`src/rtl/pmu_counter_bank_pkg.sv`:
```
// -----------------------------------------------------------------------------
// pmu_pkg
// Shared encodings for the performance-monitor counter bank: register-select
// codes, the per-counter count-mode enum, CTRL field offsets (relative to the
// event-select width, which is a per-instance parameter) and GLOBAL bit
// positions.
// -----------------------------------------------------------------------------
`timescale 1ns/1ps
package pmu_pkg;

  // Register-select field (top two address bits)
  localparam logic [1:0] SEL_CTRL = 2'd0;
  localparam logic [1:0] SEL_CNT  = 2'd1;
  localparam logic [1:0] SEL_SHD  = 2'd2;
  localparam logic [1:0] SEL_GLB  = 2'd3;

  // Per-counter count mode; RSVD counts like LEVEL
  typedef enum logic [1:0] {
    LEVEL = 2'd0,
    RISE  = 2'd1,
    FALL  = 2'd2,
    RSVD  = 2'd3
  } pmu_mode_e;

  // CTRL layout: evsel occupies [EVS_W-1:0]; the fields below sit at EVS_W+offset
  localparam int CTRL_EN_OFS   = 0;
  localparam int CTRL_MODE_OFS = 1;
  localparam int CTRL_IRQ_OFS  = 3;
  localparam int CTRL_EXTRA_W  = 4;

  // GLOBAL register bits
  localparam int GLB_FREEZE_BIT = 0;
  localparam int GLB_SNAP_BIT   = 1;
  localparam int GLB_OVFCLR_BIT = 2;
  localparam int GLB_STATUS_LSB = 3;

endpackage

```
`src/rtl/pmu_counter_slice.sv`:
```
// -----------------------------------------------------------------------------
// pmu_counter_slice
// One counter of the bank: CTRL fields, live count, shadow copy, event edge
// qualification, wrap detection and the sticky overflow flag.
// Ports:
//   i_clk, i_rst_n        clock, asynchronous active-low reset
//   i_evt, i_evt_prev     current and previous-cycle event levels
//   i_freeze              global freeze (blocks increments only)
//   i_snap                copy live count into shadow this cycle
//   i_ovf_clr             clear sticky overflow (wins over a new overflow)
//   i_ctrl_we/i_cnt_we    CTRL / COUNT write strobes for this counter
//   i_ctrl_wdata          CTRL write data {irq_en, mode, en, evsel}
//   i_cnt_wdata           COUNT write data
//   o_ctrl                CTRL readback
//   o_count, o_shadow     live count and shadow
//   o_ovf, o_irq_en       sticky overflow flag and its interrupt enable
// -----------------------------------------------------------------------------
`timescale 1ns/1ps
module pmu_counter_slice
  import pmu_pkg::*;
#(
  parameter int CNT_W   = 32,
  parameter int NUM_EVT = 8,
  parameter int EVS_W   = 3
) (
  input  logic                          i_clk,
  input  logic                          i_rst_n,
  input  logic [NUM_EVT-1:0]            i_evt,
  input  logic [NUM_EVT-1:0]            i_evt_prev,
  input  logic                          i_freeze,
  input  logic                          i_snap,
  input  logic                          i_ovf_clr,
  input  logic                          i_ctrl_we,
  input  logic                          i_cnt_we,
  input  logic [EVS_W+CTRL_EXTRA_W-1:0] i_ctrl_wdata,
  input  logic [CNT_W-1:0]              i_cnt_wdata,
  output logic [EVS_W+CTRL_EXTRA_W-1:0] o_ctrl,
  output logic [CNT_W-1:0]              o_count,
  output logic [CNT_W-1:0]              o_shadow,
  output logic                          o_ovf,
  output logic                          o_irq_en
);

  logic [EVS_W-1:0] r_evsel;
  logic             r_en;
  pmu_mode_e        r_mode;
  logic             r_irq_en;
  logic [CNT_W-1:0] r_count;
  logic [CNT_W-1:0] r_shadow;
  logic             r_ovf;

  logic             w_e;
  logic             w_ep;
  logic             w_hit;
  logic             w_inc;
  logic             w_wrap;
  logic [CNT_W-1:0] w_count_inc;

  // Select the chosen event and qualify it by mode; an evsel past NUM_EVT matches nothing
  always_comb begin
    w_e   = 1'b0;
    w_ep  = 1'b0;
    w_hit = 1'b0;
    for (int k = 0; k < NUM_EVT; k++) begin
      w_e  = w_e  | ((r_evsel == EVS_W'(k)) & i_evt[k]);
      w_ep = w_ep | ((r_evsel == EVS_W'(k)) & i_evt_prev[k]);
    end
    case (r_mode)
      LEVEL:   w_hit = w_e;
      RISE:    w_hit = w_e & ~w_ep;
      FALL:    w_hit = ~w_e & w_ep;
      RSVD:    w_hit = w_e;
      default: w_hit = w_e;
    endcase
  end

  assign w_inc       = r_en & ~i_freeze & w_hit;
  assign w_wrap      = &r_count;
  assign w_count_inc = r_count + CNT_W'(1);

  // CTRL fields, count, shadow and sticky overflow
  always_ff @(posedge i_clk or negedge i_rst_n) begin
    if (!i_rst_n) begin
      r_evsel  <= '0;
      r_en     <= 1'b0;
      r_mode   <= LEVEL;
      r_irq_en <= 1'b0;
      r_count  <= '0;
      r_shadow <= '0;
      r_ovf    <= 1'b0;
    end else begin
      if (i_ctrl_we) begin
        r_evsel  <= i_ctrl_wdata[EVS_W-1:0];
        r_en     <= i_ctrl_wdata[EVS_W+CTRL_EN_OFS];
        r_mode   <= pmu_mode_e'(i_ctrl_wdata[EVS_W+CTRL_MODE_OFS +: 2]);
        r_irq_en <= i_ctrl_wdata[EVS_W+CTRL_IRQ_OFS];
      end
      // A software write replaces the increment and suppresses its overflow
      if (i_cnt_we) begin
        r_count <= i_cnt_wdata;
      end else if (w_inc) begin
        r_count <= w_count_inc;
      end
      // Shadow captures the value held before this cycle's increment or write
      if (i_snap) begin
        r_shadow <= r_count;
      end
      // Clear wins over an overflow in the same cycle
      if (i_ovf_clr) begin
        r_ovf <= 1'b0;
      end else if (w_inc && w_wrap && !i_cnt_we) begin
        r_ovf <= 1'b1;
      end
    end
  end

  assign o_ctrl   = {r_irq_en, r_mode, r_en, r_evsel};
  assign o_count  = r_count;
  assign o_shadow = r_shadow;
  assign o_ovf    = r_ovf;
  assign o_irq_en = r_irq_en;

endmodule

```
`src/rtl/pmu_counter_bank.sv`:
```
// -----------------------------------------------------------------------------
// pmu_counter_bank
// NUM_CNT event counters with per-counter event select and count mode,
// sticky overflow with interrupt, global freeze, atomic snapshot, and a
// registered single-port register interface.
// Ports:
//   clk, rst      clock, asynchronous active-low reset
//   evt_i         event levels (bit 0 tied high as the cycle event)
//   wr_en, rd_en  register write / read strobes (may be asserted together)
//   addr          {sel[1:0], idx}
//   wdata         write data
//   rdata         read data, valid the cycle after rd_en, held otherwise
//   rd_valid      one-cycle pulse following rd_en
//   ovf_irq       registered |(ovf_sticky & irq_en)
//   ovf_status    sticky overflow flags
// -----------------------------------------------------------------------------
`timescale 1ns/1ps
module pmu_counter_bank
  import pmu_pkg::*;
#(
  parameter int NUM_CNT = 4,
  parameter int CNT_W   = 32,
  parameter int NUM_EVT = 8,
  parameter int IDX_W   = (NUM_CNT > 1) ? $clog2(NUM_CNT) : 1,
  parameter int EVS_W   = (NUM_EVT > 1) ? $clog2(NUM_EVT) : 1
) (
  input  logic               clk,
  input  logic               rst,
  input  logic [NUM_EVT-1:0] evt_i,
  input  logic               wr_en,
  input  logic               rd_en,
  input  logic [IDX_W+1:0]   addr,
  input  logic [CNT_W-1:0]   wdata,
  output logic [CNT_W-1:0]   rdata,
  output logic               rd_valid,
  output logic               ovf_irq,
  output logic [NUM_CNT-1:0] ovf_status
);

  localparam int CTRL_W = EVS_W + CTRL_EXTRA_W;
  localparam int GLB_W  = NUM_CNT + GLB_STATUS_LSB;

  logic [NUM_EVT-1:0] r_evt_prev;
  logic               r_freeze;
  logic [CNT_W-1:0]   r_rdata;
  logic               r_rd_valid;
  logic               r_ovf_irq;

  logic [1:0]         w_sel;
  logic [IDX_W-1:0]   w_idx;
  logic [NUM_CNT-1:0] w_dec;
  logic               w_glb_we;
  logic               w_snap;
  logic               w_ovf_clr;
  logic [CTRL_W-1:0]  w_ctrl_wdata;
  logic [NUM_CNT-1:0] w_ovf;
  logic [NUM_CNT-1:0] w_irq_en;
  logic [CNT_W-1:0]   w_ctrl_rd [NUM_CNT];
  logic [CNT_W-1:0]   w_count   [NUM_CNT];
  logic [CNT_W-1:0]   w_shadow  [NUM_CNT];
  logic [GLB_W-1:0]   w_glb_raw;
  logic [CNT_W-1:0]   w_glb_rd;
  logic [CNT_W-1:0]   w_rd_data;

  assign w_sel     = addr[IDX_W+1:IDX_W];
  assign w_idx     = addr[IDX_W-1:0];
  assign w_glb_we  = wr_en & (w_sel == SEL_GLB);
  assign w_snap    = w_glb_we & wdata[GLB_SNAP_BIT];
  assign w_ovf_clr = w_glb_we & wdata[GLB_OVFCLR_BIT];
  assign w_glb_raw = {w_ovf, 2'b00, r_freeze};

  // CTRL and GLOBAL images are fitted to the data-bus width (zero-extend or truncate)
  if (CNT_W >= CTRL_W) begin : g_ctrl_w_fit
    assign w_ctrl_wdata = wdata[CTRL_W-1:0];
  end else begin : g_ctrl_w_ext
    assign w_ctrl_wdata = CTRL_W'(wdata);
  end

  if (CNT_W >= GLB_W) begin : g_glb_ext
    assign w_glb_rd = CNT_W'(w_glb_raw);
  end else begin : g_glb_trunc
    assign w_glb_rd = w_glb_raw[CNT_W-1:0];
  end

  for (genvar gi = 0; gi < NUM_CNT; gi++) begin : g_cnt
    logic [CTRL_W-1:0] w_ctrl;

    // Indices at or above NUM_CNT decode to no counter
    assign w_dec[gi] = (w_idx == IDX_W'(gi));

    pmu_counter_slice #(
      .CNT_W   (CNT_W),
      .NUM_EVT (NUM_EVT),
      .EVS_W   (EVS_W)
    ) u_slice (
      .i_clk        (clk),
      .i_rst_n      (rst),
      .i_evt        (evt_i),
      .i_evt_prev   (r_evt_prev),
      .i_freeze     (r_freeze),
      .i_snap       (w_snap),
      .i_ovf_clr    (w_ovf_clr),
      .i_ctrl_we    (wr_en & (w_sel == SEL_CTRL) & w_dec[gi]),
      .i_cnt_we     (wr_en & (w_sel == SEL_CNT) & w_dec[gi]),
      .i_ctrl_wdata (w_ctrl_wdata),
      .i_cnt_wdata  (wdata),
      .o_ctrl       (w_ctrl),
      .o_count      (w_count[gi]),
      .o_shadow     (w_shadow[gi]),
      .o_ovf        (w_ovf[gi]),
      .o_irq_en     (w_irq_en[gi])
    );

    if (CNT_W >= CTRL_W) begin : g_ctrl_r_ext
      assign w_ctrl_rd[gi] = CNT_W'(w_ctrl);
    end else begin : g_ctrl_r_trunc
      assign w_ctrl_rd[gi] = w_ctrl[CNT_W-1:0];
    end
  end

  // Read mux over the register state before any same-cycle write
  always_comb begin
    w_rd_data = '0;
    case (w_sel)
      SEL_CTRL: begin
        for (int i = 0; i < NUM_CNT; i++) begin
          w_rd_data = w_rd_data | ({CNT_W{w_dec[i]}} & w_ctrl_rd[i]);
        end
      end
      SEL_CNT: begin
        for (int i = 0; i < NUM_CNT; i++) begin
          w_rd_data = w_rd_data | ({CNT_W{w_dec[i]}} & w_count[i]);
        end
      end
      SEL_SHD: begin
        for (int i = 0; i < NUM_CNT; i++) begin
          w_rd_data = w_rd_data | ({CNT_W{w_dec[i]}} & w_shadow[i]);
        end
      end
      SEL_GLB: w_rd_data = w_glb_rd;
      default: w_rd_data = '0;
    endcase
  end

  // Previous event levels always track, so unfreezing never fabricates an edge
  always_ff @(posedge clk or negedge rst) begin
    if (!rst) begin
      r_evt_prev <= '0;
      r_freeze   <= 1'b0;
    end else begin
      r_evt_prev <= evt_i;
      if (w_glb_we) begin
        r_freeze <= wdata[GLB_FREEZE_BIT];
      end
    end
  end

  // Registered read port and interrupt
  always_ff @(posedge clk or negedge rst) begin
    if (!rst) begin
      r_rdata    <= '0;
      r_rd_valid <= 1'b0;
      r_ovf_irq  <= 1'b0;
    end else begin
      r_rd_valid <= rd_en;
      if (rd_en) begin
        r_rdata <= w_rd_data;
      end
      r_ovf_irq <= |(w_ovf & w_irq_en);
    end
  end

  assign rdata      = r_rdata;
  assign rd_valid   = r_rd_valid;
  assign ovf_irq    = r_ovf_irq;
  assign ovf_status = w_ovf;

endmodule

```
`config.mk`:
```
export PLATFORM = sky130hd
export DESIGN_NAME = pmu_counter_bank
export DESIGN_NICKNAME = d
export VERILOG_FILES = /design/src/rtl/pmu_counter_bank_pkg.sv /design/src/rtl/pmu_counter_slice.sv /design/src/rtl/pmu_counter_bank.sv
export SDC_FILE = /design/constraint.sdc
export NUM_CORES = 1
export LEC_CHECK = 0
export ABC_AREA = 1
export CAP_MARGIN = 25
export CORE_MARGIN = 4
export CORE_UTILIZATION = 45
export DETAILED_ROUTE_END_ITERATION = 10
export GPL_TIMING_DRIVEN = 1
export SYNTH_ARGS = -nofsm -noshare
export SYNTH_HDL_FRONTEND = slang
export SYNTH_SLANG_ARGS = --single-unit
```
`constraint.sdc`:
```
create_clock -name clk -period 1.72 [get_ports clk]
set_input_delay 0.258 -clock clk [delete_from_list [all_inputs] [get_ports clk]]
set_output_delay 0.258 -clock clk [all_outputs]
set_load 0.01 [all_outputs]
```
==> impl_metrics.csv <==
group,metric,value,unit
synthesis,ys.flop_type,"dfrtp_1",
setup_path,worstRegToRegCells,14,
clock_network,cts_tree,"yes",
timing,drv_slew,0,
clock_network,cts_sinks,331,
clock_network,clk_latency,570,ps
clock_network,cts_htree_levels,2,
detailed_routing,vias,21743,
setup_path,cp_slowest_cell,"dfrtp_2",
die,rows,76,
detailed_routing,wl_per_cell,22.3,µm
placement,gp_routability_congestion,1.02,
die,coreArea,43400,µm²
setup_path,start_kind,"register",
synthesis,yosysSeqAreaShare,0.416,
synthesis,synthTopCellsByArea,"dfrtp_1 (42%), nand2_1 (17%), o21ai_0 (7.6%), nand3_1 (5.2%), inv_1 (3.9%)",
setup_path,rrSetupSlack,-260,ps
detailed_routing,routed_wl,85.7,mm
clock_network,numCtsBuffers,41,
setup_path,crit_required,2210,ps
synthesis,synth_top_area_share,0.416,
timing,hold_viol,0,
global_routing,grt_pass1_wl,128,mm
job,drv_cap,0,
global_routing,grt_max_degree,75,
global_routing,grt_pass1_vias,20630,
setup_path,slowest_delay,480,ps
setup_path,crit_cells,14,
detailed_routing,ant_nets,0,
layout,drive_gt1_frac,0.262,
layout,final_area,27700,µm²
timing,setup_viol,132,
global_routing,antenna_found_initial,1,
detailed_routing,drt_iter0_markers,2014,
timing,finalCriticalPeriod,1980,ps
setup_path,crit_fanout,8,
synthesis,synthArstFlopShare,1.00,
synthesis,synth_edf_count,0,
synthesis,synth_nets,2816,
placement,dp_slack,-577,ps
die,die_w,218,µm
timing,worst_pin_slew,524,ps
clock_network,clockBufferDepth,3,
pwr,power_density,1210,nW/µm²
timing,slew_headroom,0.651,
synthesis,synth_seq_cells,331,
layout,layout_commonest_cell,"nand2_1",
timing,skew,21.2,ps
placement,placed_cell_area,24700,µm²
synthesis,syn_avg_cell_area,7.22,µm²
layout,nNetsFinal,3289,
setup_path,arrival,2470,ps
synthesis,synth.largest_area_cell,"dfrtp_1",
setup_path,path_buf_inv,4,
placement,port_buffers,85,
setup_path,cpMostUsedCell,"nand2_1",
placement,dp_hpwl,63.6,mm
synthesis,yosysWarnings,0,
pwr,p_leak,0.0134,µW
outcome,outcome,"finished, violations left",
clock_network,clk_pin_slew,60,ps
die,initial_core_util,0.459,
layout,final_cell_count_no_fill,3845,
clock_network,cts-root-buf,"clkbuf_16",
die,io-pin-count,86,
layout,final_core_util,0.639,
setup_path,worst-setup-path-type,"register to register",
timing,fmax,0.505,GHz
synthesis,synth.distinct_cells,43,
detailed_routing,drc_errors,0,
setup_path,cp_top_family,"simple AND/OR/NAND/NOR gates",
global_routing,track_usage,0.353,
timing,fin_ws,-259,ps
layout,most-common-layout-cells,"nand2_1 (749), buf_4 (411), dfrtp_1 (311)",
min_path,worstHoldPathType,"input pin to asynchronous set/reset pin",
die,dieArea,47600,µm²
die,chipHeight,218,µm
layout,fillers,3982,
placement,dp_cells,3726,
detailed_routing,drtPass1Iterations,8,
setup_path,end_kind,"register",
synthesis,netlist_instances,2756,
detailed_routing,vias_per_cell,5.65,
timing,rsz0062_at_grt,"true",
global_routing,grt_overflow,0,
pwr,peakVddDrop,805,µV
timing,fin_crit_sh,1.15,
synthesis,netlist_area,19900,µm²
setup_path,crit_chain,"buf_4, nand4_1, nand2_1, nor2_1, nand2_1, inv_2, nand2_2, a21oi_2, buf_6, nand2_8, nand2_8, clkbuf_16, nand2_1, nand2_1",
outcome,violations,"setup timing",
layout,area_delta_synth_final,39.3,%
## cells in the mapped netlist (16+ instances only)
| cell type | number |
|---|---|
| a21oi_1 | 27 |
| a22o_1 | 52 |
| a31oi_1 | 27 |
| buf_2 | 16 |
| buf_4 | 27 |
| clkbuf_1 | 84 |
| dfrtp_1 | 331 |
| inv_1 | 205 |
| inv_2 | 22 |
| nand2_1 | 897 |
| nand3_1 | 206 |
| nand4_1 | 84 |
| nor2_1 | 148 |
| nor3_1 | 45 |
| o21ai_0 | 303 |
| o21ai_1 | 17 |
| o22ai_1 | 74 |
| xor2_1 | 81 |
## cells by family after synthesis
family	count (synthesis)	share of synthesized area
DFF	331	0.416
adders and majority gates	12	0.00755
and+or+nand+nor	1427	0.307
buffers and inverters	383	0.0831
AOI/OAI and AO/OA	522	0.151
xor gates and xnor gates	81	0.0357
## cell type report
class,instances,area [µm²],area share
diodes,2,5.00,0.000181
well taps,585,732,0.0264
flip-flops and latches,331,8310,0.300
multi-input cells,2045,11000,0.396
clock buffers,51,1130,0.0409
repair buffers,576,5340,0.193
clock inverters,21,345,0.0125
inverters,234,886,0.0320
## routing by layer
layer,track usage,vias to the layer above,part of all wire
met2,0.554,974,0.45
met4,0.155,2,0.050
met3,0.0442,166,0.076
met5,0,-,0.00010
li1,-,10119,-
met1,0.492,10482,0.42
## worst reg2reg max path, cell delays in order, from the launching register on
cell,delay [ps]
dfrtp_2,480
buf_4,170
nand4_1,80
nand2_1,50
nor2_1,110
nand2_1,110
inv_2,70
nand2_2,50
a21oi_2,140
buf_6,130
nand2_8,70
nand2_8,160
clkbuf_16,190
nand2_1,60
nand2_1,70
## flip-flops by register name (all words and copies together), names as in the netlist
| signal | count |
|---|---|
| g_cnt.u_slice.o_count | 128 |
| g_cnt.u_slice.o_shadow | 128 |
| rdata | 32 |
| g_cnt.u_slice.r_evsel | 12 |
| g_cnt.u_slice.r_mode | 8 |
| r_evt_prev | 8 |
| g_cnt.u_slice.o_irq_en | 4 |
| g_cnt.u_slice.o_ovf | 4 |
| g_cnt.u_slice.r_en | 4 |
| ovf_irq | 1 |
| r_freeze | 1 |
| rd_valid | 1 |
## per-stage QoR
step	power [µW]	setup TNS, ps	hold slack, ps
2_1_floorplan	16900	0	-37.6
3_3_place_gp	22200	-85930	237
4_1_cts	32900	-18810	282
5_1_grt	35300	-39670	334
3_5_place_dp	22400	-89300	243
6_report	33600	-26300	307
## power by group
| part | total (µW) | leakage (µW) | switching [µW] | internal (µW) |
|---|---|---|---|---|
| logic | 12200 | 0.00826 | 6990 | 5180 |
| registers | 11800 | 0.00443 | 1900 | 9880 |
| clock network | 9670 | 0.000722 | 3650 | 6020 |
| total | 33600 | 0.0134 | 12500 | 21100 |
## what timing repair did
action / CTS / global route
hold endpoints to repair: 39 / 0
setup endpoints to repair: 166 / 142
buffers inserted: 32 / 5
hold buffers: 1 / 0
pin swaps: 33 / 76
cloned: 8 / 4
gates resized for setup: 189 / 189
## path summary, 6_finish.rpt
kind                                          endpoint                        start
max                        g_cnt[1].u_slice.o_count[4]  g_cnt[1].u_slice.r_evsel[1]
max in group asynchronous                     rdata[1]                          rst
min                        g_cnt[3].u_slice.o_count[2]                          rst
max reg2reg                g_cnt[1].u_slice.o_count[4]  g_cnt[1].u_slice.r_evsel[1]
min reg2reg                                   rdata[5]                     rdata[5]
min in group clk                         r_evt_prev[3]                     evt_i[3]
(Power assumes the default switching activity.)
